===== src/rtl/id_regfile_pkg.sv =====
// Shared definitions for the ID-stage register file and its pending-write
// scoreboard: data width, register count, address and counter types.
package id_regfile_pkg;

  localparam int XLEN   = 32;
  localparam int NREGS  = 32;
  localparam int AW     = $clog2(NREGS);
  localparam int PEND_W = 2;

  typedef logic [AW-1:0]     reg_addr_t;
  typedef logic [PEND_W-1:0] pend_cnt_t;

  localparam reg_addr_t ZERO_REG = reg_addr_t'(0);
  // Saturation point of a pending-write counter.
  localparam pend_cnt_t PEND_MAX = {PEND_W{1'b1}};

endpackage


===== src/rtl/id_regfile_checker.sv =====
// Protocol checker for the pending-write scoreboard (simulation only).
// Ports:
//   i_clk, i_rst    clock and synchronous reset (checks disabled in reset)
//   i_issueValid    decode issues a write-producing instruction
//   i_issueFull     counter of the issuing destination is saturated
//   i_wrEn/i_wrAddr WB write strobe and destination
//   i_wrCnt         current pending count of i_wrAddr
module id_regfile_checker
  import id_regfile_pkg::*;
(
  input logic      i_clk,
  input logic      i_rst,
  input logic      i_issueValid,
  input logic      i_issueFull,
  input logic      i_wrEn,
  input reg_addr_t i_wrAddr,
  input pend_cnt_t i_wrCnt
);

  // Decode must stall instead of issuing into a saturated counter.
  a_issue_when_full: assert property (@(posedge i_clk) disable iff (i_rst)
    !(i_issueValid && i_issueFull))
    else $error("issue to a register whose pending counter is saturated");

  // Every WB write must retire a write that decode previously marked.
  a_retire_unmarked: assert property (@(posedge i_clk) disable iff (i_rst)
    !(i_wrEn && (i_wrAddr != ZERO_REG) && (i_wrCnt == pend_cnt_t'(0))))
    else $error("WB write to a register with no pending write");

endmodule


===== src/rtl/id_regfile_scoreboard.sv =====
// Per-register pending-write scoreboard. Decode increments a counter on
// issue, WB decrements it on write; busy/full are derived combinationally.
// Ports:
//   i_clk, i_rst          clock, synchronous active-high reset
//   i_issueValid/Rd       issue strobe and destination
//   i_wrEn/i_wrAddr       WB write strobe and destination
//   i_rs1Addr/i_rs2Addr   read addresses from decode
//   i_rs1Hit/i_rs2Hit     WB write is bypassing to that read port
//   o_rs1Busy/o_rs2Busy   operand still waiting on an outstanding write
//   o_issueFull           counter of i_issueRd is saturated
module regfile_scoreboard
  import id_regfile_pkg::*;
(
  input  logic      i_clk,
  input  logic      i_rst,
  input  logic      i_issueValid,
  input  reg_addr_t i_issueRd,
  input  logic      i_wrEn,
  input  reg_addr_t i_wrAddr,
  input  reg_addr_t i_rs1Addr,
  input  reg_addr_t i_rs2Addr,
  input  logic      i_rs1Hit,
  input  logic      i_rs2Hit,
  output logic      o_rs1Busy,
  output logic      o_rs2Busy,
  output logic      o_issueFull
);

  pend_cnt_t        r_cnt [NREGS];
  logic [NREGS-1:0] w_inc;
  logic [NREGS-1:0] w_dec;

  // One-hot issue/retire strobes; x0 never gets a strobe so its count stays 0.
  always_comb begin
    w_inc = '0;
    w_dec = '0;
    for (int i = 1; i < NREGS; i++) begin
      w_inc[i] = i_issueValid && (i_issueRd == reg_addr_t'(i));
      w_dec[i] = i_wrEn && (i_wrAddr == reg_addr_t'(i));
    end
  end

  // Counter update: issue and retire on the same register cancel out;
  // increments saturate at PEND_MAX and decrements stop at zero.
  always_ff @(posedge i_clk) begin
    if (i_rst) begin
      for (int i = 0; i < NREGS; i++) r_cnt[i] <= '0;
    end else begin
      for (int i = 0; i < NREGS; i++) begin
        if (w_inc[i] && !w_dec[i] && (r_cnt[i] != PEND_MAX))
          r_cnt[i] <= r_cnt[i] + pend_cnt_t'(1);
        else if (w_dec[i] && !w_inc[i] && (r_cnt[i] != pend_cnt_t'(0)))
          r_cnt[i] <= r_cnt[i] - pend_cnt_t'(1);
        else
          r_cnt[i] <= r_cnt[i];
      end
    end
  end

  // A bypass hit satisfies exactly one pending write, so the operand is
  // only busy while more writes are outstanding than the one retiring now.
  assign o_rs1Busy = (i_rs1Addr != ZERO_REG) &&
                     (r_cnt[i_rs1Addr] > (i_rs1Hit ? pend_cnt_t'(1) : pend_cnt_t'(0)));
  assign o_rs2Busy = (i_rs2Addr != ZERO_REG) &&
                     (r_cnt[i_rs2Addr] > (i_rs2Hit ? pend_cnt_t'(1) : pend_cnt_t'(0)));
  assign o_issueFull = (i_issueRd != ZERO_REG) && (r_cnt[i_issueRd] == PEND_MAX);

  id_regfile_checker u_checker (
    .i_clk        (i_clk),
    .i_rst        (i_rst),
    .i_issueValid (i_issueValid),
    .i_issueFull  (o_issueFull),
    .i_wrEn       (i_wrEn),
    .i_wrAddr     (i_wrAddr),
    .i_wrCnt      (r_cnt[i_wrAddr])
  );

endmodule


===== src/rtl/id_regfile.sv =====
// Architectural integer register file: 32 x XLEN storage, two combinational
// read ports with write-through bypass, one WB write port, and a
// pending-write scoreboard that drives the decode stall signals.
// Ports:
//   i_clk, i_rst              clock, synchronous active-high reset
//   i_rs1Addr/i_rs2Addr       read addresses; o_rs1Data/o_rs2Data read data
//   i_wrEn/i_wrAddr/i_wrData  WB write port (x0 writes dropped)
//   i_issueValid/i_issueRd    decode marks a pending destination
//   o_rs1Busy/o_rs2Busy       operand has an outstanding write
//   o_issueFull               decode must not issue to i_issueRd
module id_regfile
  import id_regfile_pkg::*;
(
  input  logic            i_clk,
  input  logic            i_rst,
  input  logic [AW-1:0]   i_rs1Addr,
  input  logic [AW-1:0]   i_rs2Addr,
  output logic [XLEN-1:0] o_rs1Data,
  output logic [XLEN-1:0] o_rs2Data,
  input  logic            i_wrEn,
  input  logic [AW-1:0]   i_wrAddr,
  input  logic [XLEN-1:0] i_wrData,
  input  logic            i_issueValid,
  input  logic [AW-1:0]   i_issueRd,
  output logic            o_rs1Busy,
  output logic            o_rs2Busy,
  output logic            o_issueFull
);

  logic [XLEN-1:0] r_regs [NREGS];
  logic            w_rs1Hit;
  logic            w_rs2Hit;
  logic [XLEN-1:0] w_rs1Data;
  logic [XLEN-1:0] w_rs2Data;

  // Storage write; x0 is never written so it stays at its reset value of 0.
  always_ff @(posedge i_clk) begin
    if (i_rst) begin
      for (int i = 0; i < NREGS; i++) r_regs[i] <= '0;
    end else if (i_wrEn && (i_wrAddr != ZERO_REG)) begin
      r_regs[i_wrAddr] <= i_wrData;
    end
  end

  assign w_rs1Hit = i_wrEn && (i_wrAddr == i_rs1Addr) && (i_rs1Addr != ZERO_REG);
  assign w_rs2Hit = i_wrEn && (i_wrAddr == i_rs2Addr) && (i_rs2Addr != ZERO_REG);

  // Read port 1: x0 forced to zero, otherwise bypass the in-flight WB write.
  always_comb begin
    if (i_rs1Addr == ZERO_REG)
      w_rs1Data = '0;
    else if (w_rs1Hit)
      w_rs1Data = i_wrData;
    else
      w_rs1Data = r_regs[i_rs1Addr];
  end

  // Read port 2: same selection as port 1.
  always_comb begin
    if (i_rs2Addr == ZERO_REG)
      w_rs2Data = '0;
    else if (w_rs2Hit)
      w_rs2Data = i_wrData;
    else
      w_rs2Data = r_regs[i_rs2Addr];
  end

  assign o_rs1Data = w_rs1Data;
  assign o_rs2Data = w_rs2Data;

  regfile_scoreboard u_scoreboard (
    .i_clk        (i_clk),
    .i_rst        (i_rst),
    .i_issueValid (i_issueValid),
    .i_issueRd    (i_issueRd),
    .i_wrEn       (i_wrEn),
    .i_wrAddr     (i_wrAddr),
    .i_rs1Addr    (i_rs1Addr),
    .i_rs2Addr    (i_rs2Addr),
    .i_rs1Hit     (w_rs1Hit),
    .i_rs2Hit     (w_rs2Hit),
    .o_rs1Busy    (o_rs1Busy),
    .o_rs2Busy    (o_rs2Busy),
    .o_issueFull  (o_issueFull)
  );

endmodule


===== config.mk =====
export PLATFORM = sky130hd
export DESIGN_NAME = id_regfile
export DESIGN_NICKNAME = d
export VERILOG_FILES = /design/src/rtl/id_regfile_pkg.sv /design/src/rtl/id_regfile_checker.sv /design/src/rtl/id_regfile_scoreboard.sv /design/src/rtl/id_regfile.sv
export SDC_FILE = /design/constraint.sdc
export NUM_CORES = 2
export LEC_CHECK = 0
export BUFFER_PORTS_ARGS = -buffer_cell sky130_fd_sc_hd__buf_4
export CORE_UTILIZATION = 40
export DETAILED_ROUTE_END_ITERATION = 12
export PLACE_DENSITY_LB_ADDON = 0.1
export SYNTH_ARGS = -nofsm -noshare
export SYNTH_HDL_FRONTEND = slang
export SYNTH_SLANG_ARGS = --single-unit

===== constraint.sdc =====
create_clock -name i_clk -period 5 [get_ports i_clk]
set_input_delay 0.5 -clock i_clk [delete_from_list [all_inputs] [get_ports i_clk]]
set_output_delay 0.5 -clock i_clk [all_outputs]
set_load 0.01 [all_outputs]

==> impl_metrics.yaml <==
run_status:
  outcome: "completed"
power_and_ir_drop:
  p_leak_nw: 24.25
  power.total_w: 0.02348
  power_frac_clock_pct: 39.8
  peakVddDrop_mv: 0.3379
  p_switching_w: 0.006345
  switching_share_pct: 27.02
  power_density_nw_per_um2: 341.2
  p_seq_share_pct: 46.4
  p_int_w: 0.01714
  combPwrFrac_pct: 13.8
worst_setup_path:
  reg2reg_to: "u_scoreboard.r_cnt[26][1]$_SDFFCE_PP0P_"
  required_ps: 4500
  crit_path_max_fanout: 7
  start_kind: "flip-flop"
  worst-setup-path-type: "flip-flop to output pin"
  rrSetupSlack_ps: 3370
  cp_slowest_stage_delay_ps: 520
  cp-end-kind: "output pin"
  cp.arrival_ps: 3470
  crit_top_cell: "mux4_2"
  r2r_cells: 2
  slowest_stage: "edfxtp_1"
  rr_startpoint: "u_scoreboard.r_cnt[26][0]$_SDFFCE_PP0P_"
  crit_chain: "mux4_2 > mux4_2 > mux2i_1 > ha_1 > o311ai_1 > buf_4"
floorplan:
  die_x_um: 392.7
  die_h_um: 392.7
  rows: 142
  io-pin-count: 123
  die_area_um2: 154200
  core_um2: 150700
  initial_core_util_pct: 40.52
sta:
  tightest_slew_ps: 1317
  setup_tns_ps: 0
  maxSlewHeadroom_pct: 12.00
  hold_viol_final: 0
  max_clock_freq_ghz: 0.2518
  setup_viol: 0
  min_period_ps: 3971
  clock_skew_ps: 16.53
  period_share_pct: 79.43
  rsz0062_at_grt: "false"
  drv_slew: 0
drt:
  vias: 43760
  detail_route.wl_per_cell_um: 38.33
  drc: 0
  vias_per_cell: 6.531
  drt_pre_antenna_iters: 7
  final_antenna_net_count: 0
  drtIter0Drc: 5932
  drt_wl_total_mm: 256.8
synthesis:
  synth.avg_cell_area_um2: 13.31
  syn_area_um2: 61040
  synth_top_area_share_pct: 53.42
  netlist_instances: 4588
  ys_warn_count: 0
  synth-edff-count: 1086
  async_flop_share_pct: 0
  ys_seq_area_share_pct: 53.42
  ys.flop_type: "edfxtp_1"
  ys_ff_latch: 1086
  ys_types: 69
  synth_area_leader_cell: "edfxtp_1"
  synth_area_leaders: "edfxtp_1, mux4_2, and2_1"
cts:
  cts_sinks: 1086
  cts-resized-gates: 0
  cts_tree: "built"
  clk_path_buf_depth: 3
  clkTransAtPathRegs_ps: 60
  postCtsSetupRepairBufs: 0
  htreeDepth: 4
  cts_hold_buffers: 0
  insertion_delay_ps: 800
  root_buffer: "clkbuf_16"
  cts_made_buffers: 131
min_path:
  min_path_type: "primary input to flip-flop"
  hold_path_depth: 2
  hold_path_startpoint: "i_rst"
  whs_endpoint: "u_scoreboard.r_cnt[5][0]$_SDFFCE_PN0P_"
grt:
  grt_overflow: 0
  grt_pass1_wl_mm: 348.6
  grt_pass1_vias: 41390
  gr-usage-all-layers_pct: 33.09
  antenna_found_initial: 25
  grt_start_max_net_pins: 65
flow_run:
  cap_viol_max_count: 0
cells_and_area:
  layout_commonest_cell: "edfxtp_1"
  nNetsFinal: 4631
  stdcell_count: 6700
  area_growth_pct: 12.72
  final_cell_mix: "edfxtp_1, and2_1, mux2i_1"
  final_area_um2: 68810
  layout-drive-gt1-share_pct: 20.85
place:
  dp_hpwl_mm: 151.9
  place_area_um2: 64720
  port_buffers: 122
  post-place-cells: 6454
  place_congestion: 0.8578
## worst max-delay path by stage
stage / startpoint / end / slack (ps) / cells past startpoint
after floorplan: i_wrAddr[0] / r_regs[24][0]$_SDFFCE_PN0P_ / 950 / 5
after detailed placement: i_rs2Addr[0] / o_rs2Busy / 1260 / 7
after global routing: u_scoreboard.r_cnt[7][0]$_SDFFCE_PN0P_ / o_rs2Busy / 950 / 6
after CTS: u_scoreboard.r_cnt[7][0]$_SDFFCE_PN0P_ / o_rs2Busy / 1000 / 6
after global placement: i_rs2Addr[0] / o_rs2Busy / 1230 / 7
final: u_scoreboard.r_cnt[27][0]$_SDFFCE_PP0P_ / o_rs2Busy / 1030 / 6
## metal layers
metal	vias to the layer above	track usage [%]	share of wire [%]
li1	17580	-	-
met1	22840	45.96	41
met2	2852	50.57	46
met3	488	7.135	10
met4	2	12.72	3.8
met5	-	0	0.0051
## critical path: cells and delay by family, from the launching register on
| family | cells | cell delay (ps) |
|---|---|---|
| mux | 3 | 1200 |
| fa+ha+maj | 1 | 270 |
| flops | 1 | 520 |
| compound gates | 1 | 480 |
| buf+inv | 1 | 210 |
## per-stage QoR
stage / hold slack (ps) / util [%] / setup slack [ps]
after CTS: 124.5 / 45.64 / 996.9
after floorplan: 607.7 / - / 951.3
after detailed placement: 661.0 / 42.96 / 1258
final: 169.8 / 45.67 / 1029
after global placement: 648.7 / 42.96 / 1234
after global routing: 175.6 / 45.65 / 951.9
## cell families (layout without fill, tap and decap cells)
family                   count (synthesis)  after routing  share of synthesized area (%)
AND/OR/NAND/NOR                       1537           1537                          14.34
flip-flops                            1086           1086                          53.42
multiplexers                           758            758                          19.82
AO/OA/AOI/OAI                          670            670                          8.057
buffers and inverters                  492            539                          3.696
XOR/XNOR                                40             40                         0.5739
adder cells (fa/ha/maj)                  4              4                        0.08199
other                                    1             50                       0.006143
## synth_stat cells, types with 4 or more instances
| cell | n |
|---|---|
| a211oi_1 | 31 |
| a21oi_1 | 101 |
| a221o_1 | 10 |
| a221oi_1 | 65 |
| a22oi_1 | 130 |
| a2bb2oi_1 | 14 |
| a311oi_1 | 35 |
| a31oi_1 | 4 |
| and2_1 | 1002 |
| and3_1 | 9 |
| and4b_1 | 6 |
| buf_1 | 11 |
| buf_2 | 87 |
| buf_4 | 45 |
| buf_6 | 16 |
| clkbuf_1 | 325 |
| edfxtp_1 | 1086 |
| ha_1 | 4 |
| inv_1 | 6 |
| mux2_2 | 5 |
| mux2i_1 | 393 |
| mux4_2 | 360 |
| nand2_1 | 234 |
| nand2b_1 | 14 |
| nand3_1 | 73 |
| nand4_1 | 15 |
| nor2_1 | 114 |
| nor2b_1 | 25 |
| nor3_1 | 5 |
| nor3b_1 | 5 |
| o2111ai_1 | 33 |
| o211ai_1 | 29 |
| o21ai_0 | 93 |
| o221a_2 | 32 |
| o221ai_1 | 21 |
| o22a_1 | 30 |
| o22ai_1 | 29 |
| or2_2 | 11 |
| or4_1 | 4 |
| xnor2_1 | 13 |
| xor2_1 | 27 |
## sequential cells by signal (all words and copies together) (netlist names)
register            flops
r_regs               1024
u_scoreboard.r_cnt     62
## layout make-up
type | instances | area, µm²
repair buffers | 304 | 2595
multi-input cells | 3041 | 26960
clock inverters | 63 | 553.0
inverters | 7 | 27.53
well taps | 2016 | 2522
fillers | 13480 | 81850
clock buffers | 165 | 3491
flip-flops and latches | 1086 | 32610
diodes | 18 | 45.04
## power groups by stage
stage	sequential [W]	combinational, W	clock (W)
2_1_floorplan	0.0109	0.00186	0
5_1_grt	0.0109	0.00334	0.00975
3_5_place_dp	0.0111	0.00318	0
3_3_place_gp	0.0110	0.00318	0
6_report	0.0109	0.00324	0.00935
4_1_cts	0.0109	0.00319	0.00943
Power figures use the tool's default switching activity.
